`src/rtl/frm_tx_pkg.sv`:
```
// Shared types and helpers for the frame transmit sequencer.
package frm_tx_pkg;

    typedef enum logic [1:0] {
        IDLE = 2'd0,
        TX   = 2'd1,
        GAP  = 2'd2
    } frm_tx_state_t;

    localparam int BYTE_W = 8;
    localparam int GAP_W  = 16;

    // Maps a send-order position onto the byte slot of the frame register.
    function automatic int byte_sel(input int idx, input logic msb_first, input int num_bytes);
        int slot;
        if (msb_first) begin
            slot = num_bytes - 32'sd1 - idx;
        end else begin
            slot = idx;
        end
        return slot;
    endfunction

endpackage

```
`src/rtl/frm_tx_seq_gap_timer.sv`:
```
// Loadable down-counter timing the idle gap between bytes of a frame.
module gap_timer #(
    parameter int W = 16
) (
    input  logic         clk,
    input  logic         rst_n,
    input  logic         load_i,
    input  logic [W-1:0] value_i,
    output logic         expired_o
);

    logic [W-1:0] count_q;
    logic [W-1:0] count_d;

    // Next count: reload on request, otherwise count down and rest at zero.
    always_comb begin
        count_d = count_q;
        if (load_i) begin
            count_d = value_i;
        end else if (count_q != {W{1'b0}}) begin
            count_d = count_q - W'(1);
        end else begin
            count_d = count_q;
        end
    end

    // Count register.
    always_ff @(posedge clk or negedge rst_n) begin
        if (!rst_n) begin
            count_q <= {W{1'b0}};
        end else begin
            count_q <= count_d;
        end
    end

    // Flags the last gap cycle so the next byte's trmt lands right after it.
    assign expired_o = (count_q == W'(1));

endmodule

```
`src/rtl/frm_tx_seq.sv`:
```
// Frame transmit sequencer: captures a multi-byte frame and hands it to the UART
// transmitter one byte at a time using the trmt/tx_done handshake.
module frm_tx_seq
    import frm_tx_pkg::*;
#(
    parameter int NUM_BYTES  = 2,
    parameter bit MSB_FIRST  = 1'b1,
    parameter int GAP_CYCLES = 0,
    localparam int IDX_W     = (NUM_BYTES > 1) ? $clog2(NUM_BYTES) : 1
) (
    input  logic                          clk,
    input  logic                          rst_n,
    input  logic                          snd_frm,
    input  logic [BYTE_W*NUM_BYTES-1:0]   frm_data,
    input  logic                          abort,
    input  logic                          tx_done,
    output logic                          trmt,
    output logic [BYTE_W-1:0]             tx_data,
    output logic [IDX_W-1:0]              byte_idx,
    output logic                          busy,
    output logic                          frm_cmplt,
    output logic                          frm_drop
);

    localparam int               FRAME_W  = BYTE_W * NUM_BYTES;
    localparam logic [IDX_W-1:0] LAST_IDX = IDX_W'(NUM_BYTES - 1);
    localparam logic [GAP_W-1:0] GAP_LOAD = GAP_W'(GAP_CYCLES);

    frm_tx_state_t      state_q;
    logic [FRAME_W-1:0] frame_q;
    logic [IDX_W-1:0]   byte_idx_q;
    logic [BYTE_W-1:0]  tx_data_q;
    logic               trmt_q;
    logic               busy_q;
    logic               frm_cmplt_q;
    logic               frm_drop_q;

    logic [IDX_W-1:0]   idx_inc_s;
    logic               done_ok_s;
    logic               last_byte_s;
    logic               gap_load_s;
    logic               gap_expired_s;

    function automatic logic [BYTE_W-1:0] pick_byte(input logic [FRAME_W-1:0] frm,
                                                    input logic [IDX_W-1:0]   idx);
        int slot;
        slot = byte_sel(int'(idx), MSB_FIRST, NUM_BYTES);
        return BYTE_W'(frm >> (BYTE_W * slot));
    endfunction

    // Handshake decode; a tx_done coinciding with our own trmt belongs to an earlier byte.
    always_comb begin
        done_ok_s   = (state_q == TX) && tx_done && !trmt_q && !abort;
        last_byte_s = (byte_idx_q == LAST_IDX);
        if (last_byte_s) begin
            idx_inc_s = byte_idx_q;
        end else begin
            idx_inc_s = byte_idx_q + IDX_W'(1);
        end
        gap_load_s  = done_ok_s && !last_byte_s && (GAP_CYCLES != 32'sd0);
    end

    gap_timer #(
        .W(GAP_W)
    ) u_gap_timer (
        .clk       (clk),
        .rst_n     (rst_n),
        .load_i    (gap_load_s),
        .value_i   (GAP_LOAD),
        .expired_o (gap_expired_s)
    );

    // Sequencer FSM with all outputs registered.
    always_ff @(posedge clk or negedge rst_n) begin
        if (!rst_n) begin
            state_q     <= IDLE;
            frame_q     <= {FRAME_W{1'b0}};
            byte_idx_q  <= {IDX_W{1'b0}};
            tx_data_q   <= {BYTE_W{1'b0}};
            trmt_q      <= 1'b0;
            busy_q      <= 1'b0;
            frm_cmplt_q <= 1'b0;
            frm_drop_q  <= 1'b0;
        end else begin
            trmt_q     <= 1'b0;
            frm_drop_q <= snd_frm && (state_q != IDLE);
            case (state_q)
                IDLE: begin
                    if (snd_frm && !abort) begin
                        frame_q     <= frm_data;
                        byte_idx_q  <= {IDX_W{1'b0}};
                        tx_data_q   <= pick_byte(frm_data, {IDX_W{1'b0}});
                        frm_cmplt_q <= 1'b0;
                        trmt_q      <= 1'b1;
                        busy_q      <= 1'b1;
                        state_q     <= TX;
                    end else begin
                        busy_q      <= 1'b0;
                    end
                end
                TX: begin
                    if (abort) begin
                        busy_q      <= 1'b0;
                        state_q     <= IDLE;
                    end else if (done_ok_s && last_byte_s) begin
                        frm_cmplt_q <= 1'b1;
                        busy_q      <= 1'b0;
                        state_q     <= IDLE;
                    end else if (gap_load_s) begin
                        byte_idx_q  <= idx_inc_s;
                        state_q     <= GAP;
                    end else if (done_ok_s) begin
                        byte_idx_q  <= idx_inc_s;
                        tx_data_q   <= pick_byte(frame_q, idx_inc_s);
                        trmt_q      <= 1'b1;
                    end else begin
                        busy_q      <= 1'b1;
                    end
                end
                GAP: begin
                    if (abort) begin
                        busy_q      <= 1'b0;
                        state_q     <= IDLE;
                    end else if (gap_expired_s) begin
                        tx_data_q   <= pick_byte(frame_q, byte_idx_q);
                        trmt_q      <= 1'b1;
                        state_q     <= TX;
                    end else begin
                        busy_q      <= 1'b1;
                    end
                end
                default: begin
                    busy_q  <= 1'b0;
                    state_q <= IDLE;
                end
            endcase
        end
    end

    assign trmt      = trmt_q;
    assign tx_data   = tx_data_q;
    assign byte_idx  = byte_idx_q;
    assign busy      = busy_q;
    assign frm_cmplt = frm_cmplt_q;
    assign frm_drop  = frm_drop_q;

endmodule

```
`config.mk`:
```
export PLATFORM = sky130hd
export DESIGN_NAME = frm_tx_seq
export DESIGN_NICKNAME = d
export VERILOG_FILES = /design/src/rtl/frm_tx_pkg.sv /design/src/rtl/frm_tx_seq_gap_timer.sv /design/src/rtl/frm_tx_seq.sv
export SDC_FILE = /design/constraint.sdc
export NUM_CORES = 1
export LEC_CHECK = 0
export CORE_ASPECT_RATIO = 0.7
export CORE_MARGIN = 3
export CORE_UTILIZATION = 43
export CTS_CLUSTER_SIZE = 14
export DETAILED_ROUTE_END_ITERATION = 10
export PLACE_DENSITY = 0.88
export SLEW_MARGIN = 30
export SYNTH_ARGS = -nofsm -noshare
export SYNTH_HDL_FRONTEND = slang
export SYNTH_SLANG_ARGS = --single-unit
```
`constraint.sdc`:
```
create_clock -name clk -period 2.1 [get_ports clk]
set_input_delay 0.42 -clock clk [delete_from_list [all_inputs] [get_ports clk]]
set_output_delay 0.42 -clock clk [all_outputs]
set_load 0.02 [all_outputs]
```
==> results.toml, run 1 <==
[clocking]
clock_sinks = 22
cts-root-buf = "clkbuf_4"
worstSkewPairLatency_ns = 0.31
numCtsBuffers = 3
cts_setup_buffers = 0
cts_tree = "yes"
clock_path_buffers = 2
clk_pin_slew_ns = 0.12
cts_max_level = 1
hold_buffers = 0
post_cts_resized = 0

[critical_path]
r2r-start = "trmt$_DFF_PN0_"
cpMaxStageDelayCell = "clkdlybuf4s50_1"
critPathRequiredTime_ns = 1.68
cp_max_fo = 6
endpoint_kind = "output pin"
path_cells = "clkdlybuf4s50_1"
path_class = "flop to output pin"
cp-start-kind = "flop"
cp.arrival_ns = 1.39
path_buf_inv = 1
reg2reg_depth = 3
path_delay_family = "buffers and inverters"
rrSetupSlack_ns = 0.59
rr_endpoint = "tx_data[1]$_DFFE_PN0P_"
max_stage_delay_ns = 0.63

[placement]
place.gp.congestion = 0.7361
dp_hpwl_um = 1469
portBuffers = 33
place_inst = 120

[cells_and_area]
fin_nets = 124
instances_no_fill = 124
drive_gt1_share_pct = 14.71
syn_to_final_growth_pct = 42.76
final.fill_count = 147
antenna_cells = 0

[flow_run]
max_cap_viol_count = 0

[timing]
rsz0062_at_grt = "false"
hold_violations = 0
fin_skew_ns = 0.003435
tightestPinTransition_ns = 0.4155
max_freq_mhz = 553.6
setup_tns_ns = 0
drv_slew = 0
relSlewSlack_pct = 72.22
fin_crit_sh_pct = 86.01
fin_crit_ns = 1.806
finalSetupViolCount = 0

[global_route]
antenna_found_initial = 0
grt_pass1_wl_um = 2980
grt_util_all_layers_pct = 15.41
grt_pass1_vias = 611
grt_max_degree = 23
gr-total-overflow = 0

[yosys]
synth-seq-cells = 22
synth_edf_count = 0
synth_commonest_cells = "dfrtp_1 (22), o221a_1 (8), or3_1 (8), mux2_2 (7), o21ai_0 (3)"
async_flop_share_pct = 100.0
yosys.cell_count.top_type = "dfrtp_1"
yosys.area.top_type = "dfrtp_1"
synthesis.area_um2 = 924.6
synth_flop_cell = "dfrtp_1"
synth_cells = 66
synth_area_leaders = "dfrtp_1 (60%), o221a_1 (9.7%), mux2_2 (8.5%)"
ys_types = 20
ys.warnings.count = 0
seq_area_frac_synth_pct = 59.54
syn_area_per_cell_um2 = 14.01
syn-num-nets = 87
synth_top_area_share_pct = 59.54

[floorplan]
core_area_um2 = 1952
pin_count = 34
fp.dieW_um = 61.43
rows = 13
dieArea_um2 = 2752
initial_utilization_pct = 47.37
die_h_um = 44.80

[routing]
via_per_inst = 5.492
drt_iter0_markers = 17
remaining_drc_errors = 0
met1_length_um = 886
routedWlPerCell_um = 16.15
drt-total-wl_um = 2003
wl_met3_um = 145
first_pass_iters = 4
vias = 681
ant_nets = 0
maxUsedRoutingLayer = "met3"
wl_met2_um = 970

[power_and_ir_drop]
power_density_nw_per_um2 = 852.2
ir_drop_mv = 0.4549
leakage_nw = 0.5377

[min_path]
hold_class = "input pin to async pin"

[status]
status = "complete, no violations"
==> through the flow <==
stage / hold slack [ns] / area, um^2 / setup WS (ns) / util (%) / power [mW]
6_report: 0.4348 / 1320 / 0.2937 / 67.63 / 1.125
4_1_cts: 0.4415 / 1320 / 0.2812 / 67.63 / 1.133
2_1_floorplan: 0.1244 / 924.6 / 0.6440 / - / 0.7173
3_5_place_dp: 0.4877 / 1284 / 0.1276 / 65.77 / 0.8993
5_1_grt: 0.4420 / 1320 / 0.2273 / 67.63 / 1.179
3_3_place_gp: 0.4817 / 1284 / 0.1829 / 65.77 / 0.8840
==> layout by cell type (no fill, tap or decap), drive strengths merged <==
cell type,count
nand2b,1
o221a,8
dfrtp,22
nand2,2
clkbuf,4
and2,1
o21ai,4
nand3b,1
inv,1
and3b,1
or2,1
clkdlybuf4s50,33
a21oi,2
nor4bb,1
or3b,1
mux2,8
buf,2
or3,8
o21bai,1
==> sequential cells by signal (all words and copies together), names as in the netlist <==
signal     cells
byte_idx       1
busy           1
frame_q        8
frm_cmplt      1
trmt           1
tx_data        8
state_q        1
frm_drop       1
==> cells by family after synthesis <==
family	after synthesis	share of synthesized area, %
AOI/OAI and AO/OA	15	15.02
and+or+nand+nor	17	12.05
muxes	8	10.15
buffers and inverters	4	3.247
DFF	22	59.54
==> power by group <==
part	switching [mW]	internal, mW
clock	0.131	0.106
combinational	0.148	0.188
sequential	0.0493	0.503
==> worst register-to-register path: cells and delay by family, from the launching register on <==
family	cells	cell delay, ns
flops	1	0.42
compound gates	2	0.64
simple gates	1	0.39
==> routing by layer <==
metal / GRT usage (%) / vias to the layer above
met3: 6.857 / 0
met1: 20.33 / 334
met2: 24.05 / 27
li1: - / 320
met4: 2.542 / 0
met5: 0 / -
==> area by class of cell <==
| cell class | count | area [um^2] | share of cell area, % |
|---|---|---|---|
| repair buffers | 35 | 357.8 | 27.11 |
| well taps | 22 | 27.53 | 2.085 |
| flip-flops and latches | 22 | 550.5 | 41.71 |
| clock buffers | 4 | 36.28 | 2.749 |
| inverters | 1 | 3.754 | 0.2844 |
| multi-input cells | 40 | 344.1 | 26.07 |
==> worst max path at each step <==
| stage | start | endpoint | slack (ns) | cells after the start |
|---|---|---|---|---|
| after floorplan | abort | frame_q[5]$_DFFE_PN0P_ | 0.64 | 4 |
| after global placement | snd_frm | tx_data[6]$_DFFE_PN0P_ | 0.18 | 5 |
| after detailed placement | tx_done | tx_data[5]$_DFFE_PN0P_ | 0.13 | 4 |
| after CTS | byte_idx$_DFFE_PN0P_ | byte_idx | 0.28 | 1 |
| after global routing | byte_idx$_DFFE_PN0P_ | byte_idx | 0.23 | 1 |
| final | byte_idx$_DFFE_PN0P_ | byte_idx | 0.29 | 1 |
No activity file was read; power rests on OpenSTA's default activity.
==> run 2: changes to the inputs <==
Settings changed: CORE_ASPECT_RATIO 0.7 to default.
==> run 2 against run 1 <==
Final cell count grew 4.0%. Final area shrank 0.47%. Worst hold slack gained 0.019 ns. Sequential cell count is the same. First-iteration DRC count shrank 59%. Sequential share of layout area grew 0.20 points. Non-clock buffer count is the same. Via count is the same.
==> results.toml, run 2 (synthesis gave the netlist of run 1 again) <==
[status]
status = "complete, no violations"

[routing]
routedWlPerCell_um = 15.32
vias = 681
ant_nets = 0
drt_iter0_markers = 7
via_per_inst = 5.279
remaining_drc_errors = 0
drt-total-wl_um = 1976
first_pass_iters = 4

[floorplan]
fp.dieW_um = 52.37
pin_count = 34
initial_utilization_pct = 46.19
dieArea_um2 = 2743
die_h_um = 52.37
core_area_um2 = 2002
rows = 16

[timing]
relSlewSlack_pct = 75.22
max_freq_mhz = 555.5
setup_tns_ns = 0
fin_crit_sh_pct = 85.72
hold_violations = 0
tightestPinTransition_ns = 0.3706
fin_crit_ns = 1.800
rsz0062_at_grt = "false"
drv_slew = 0
fin_skew_ns = 0.003860
hold_ws_ns = 0.4539
finalSetupViolCount = 0

[critical_path]
r2r-start = "trmt$_DFF_PN0_"
path_delay_family = "buffers and inverters"
rrSetupSlack_ns = 0.61
max_stage_delay_ns = 0.65
reg2reg_depth = 3
worstSetupStartpoint = "byte_idx$_DFFE_PN0P_"
cp-start-kind = "flop"
cp_num_cells = 1
endpoint_kind = "output pin"
path_class = "flop to output pin"
cp_max_fo = 6
path_buf_inv = 1
cpMaxStageDelayCell = "clkdlybuf4s50_1"
crit_end = "byte_idx"
cp.arrival_ns = 1.38
critPathRequiredTime_ns = 1.68
path_cells = "clkdlybuf4s50_1"
rr_endpoint = "tx_data[0]$_DFFE_PN0P_"

[power_and_ir_drop]
p_switching_uw = 312.6
leakage_nw = 0.5318
p_comb_share_pct = 29.8
p_int_uw = 794.5
power_density_nw_per_um2 = 842.7
seqPwrFrac_pct = 50.0
ir_drop_mv = 0.4636
p_clk_share_pct = 20.2
p_total_mw = 1.107
sw_frac_of_total_pct = 28.24

[clocking]
hold_buffers = 0
cts_max_level = 1
clk_pin_slew_ns = 0.12
post_cts_resized = 0
cts_tree = "yes"
worstSkewPairLatency_ns = 0.30
cts-root-buf = "clkbuf_4"
clock_sinks = 22
cts_setup_buffers = 0
numCtsBuffers = 3
clock_path_buffers = 2

[cells_and_area]
instances_no_fill = 129
mostFrequentLayoutCells = "clkdlybuf4s50_1 (33), dfrtp_1 (22), or3_1 (8), o221a_1 (8), mux2_2 (7)"
fin_nets = 124
drive_gt1_share_pct = 14.71
layout_commonest_cell = "clkdlybuf4s50_1"
antenna_cells = 0
syn_to_final_growth_pct = 42.08

[placement]
place.gp.congestion = 0.7358
dp_hpwl_um = 1512
place_inst = 125
portBuffers = 33

[global_route]
grt_util_all_layers_pct = 15.97
antenna_found_initial = 0
grt_pass1_wl_um = 3146
gr-total-overflow = 0
grt_max_degree = 23
grt_pass1_vias = 659

[flow_run]
max_cap_viol_count = 0

[min_path]
hold_class = "input pin to async pin"
[run 2: metal layers]
| layer | share of wire, % | routed length, um | global-route usage (%) | vias to the layer above |
|---|---|---|---|---|
| li1 | - | - | - | 323 |
| met1 | 44 | 872 | 21.57 | 329 |
| met2 | 48 | 941 | 24.38 | 25 |
| met3 | 5.9 | 117 | 1.425 | 4 |
| met4 | 2.2 | 44 | 10.21 | 0 |
| met5 | 0 | 0 | 0 | - |
[run 2: worst min path at each step]
stage	to	slack, ns	depth (start not counted)
after floorplan	busy$_DFFE_PN0P_	0.12	0
after global placement	frame_q[4]$_DFFE_PN0P_	0.48	1
after detailed placement	frame_q[0]$_DFFE_PN0P_	0.49	1
after CTS	tx_data[5]$_DFFE_PN0P_	0.46	2
after global routing	tx_data[6]$_DFFE_PN0P_	0.47	2
final	tx_data[6]$_DFFE_PN0P_	0.45	2
[run 2: power groups by stage]
stage / Sequential (mW) / Combinational [mW] / Clock (mW)
6_report: 0.554 / 0.329 / 0.224
5_1_grt: 0.566 / 0.353 / 0.247
4_1_cts: 0.554 / 0.334 / 0.231
3_5_place_dp: 0.563 / 0.331 / 0
3_3_place_gp: 0.556 / 0.321 / 0
2_1_floorplan: 0.612 / 0.105 / 0
[run 2: area by class of cell]
class | count | area [um^2]
fill | 153 | 688.2
sequential | 22 | 550.5
timing repair buffer | 35 | 345.3
multi-input combinational | 40 | 344.1
clock buffer | 4 | 36.28
tap | 27 | 33.78
inverter | 1 | 3.754
[run 2: per-stage QoR]
stage | util, % | worst slack [ns] | area [um^2]
final | 65.63 | 0.2998 | 1314
after global routing | 65.63 | 0.2608 | 1314
after CTS | 65.63 | 0.2919 | 1314
after detailed placement | 63.81 | 0.1421 | 1277
after global placement | 63.81 | 0.1917 | 1277
after floorplan | - | 0.6440 | 924.6
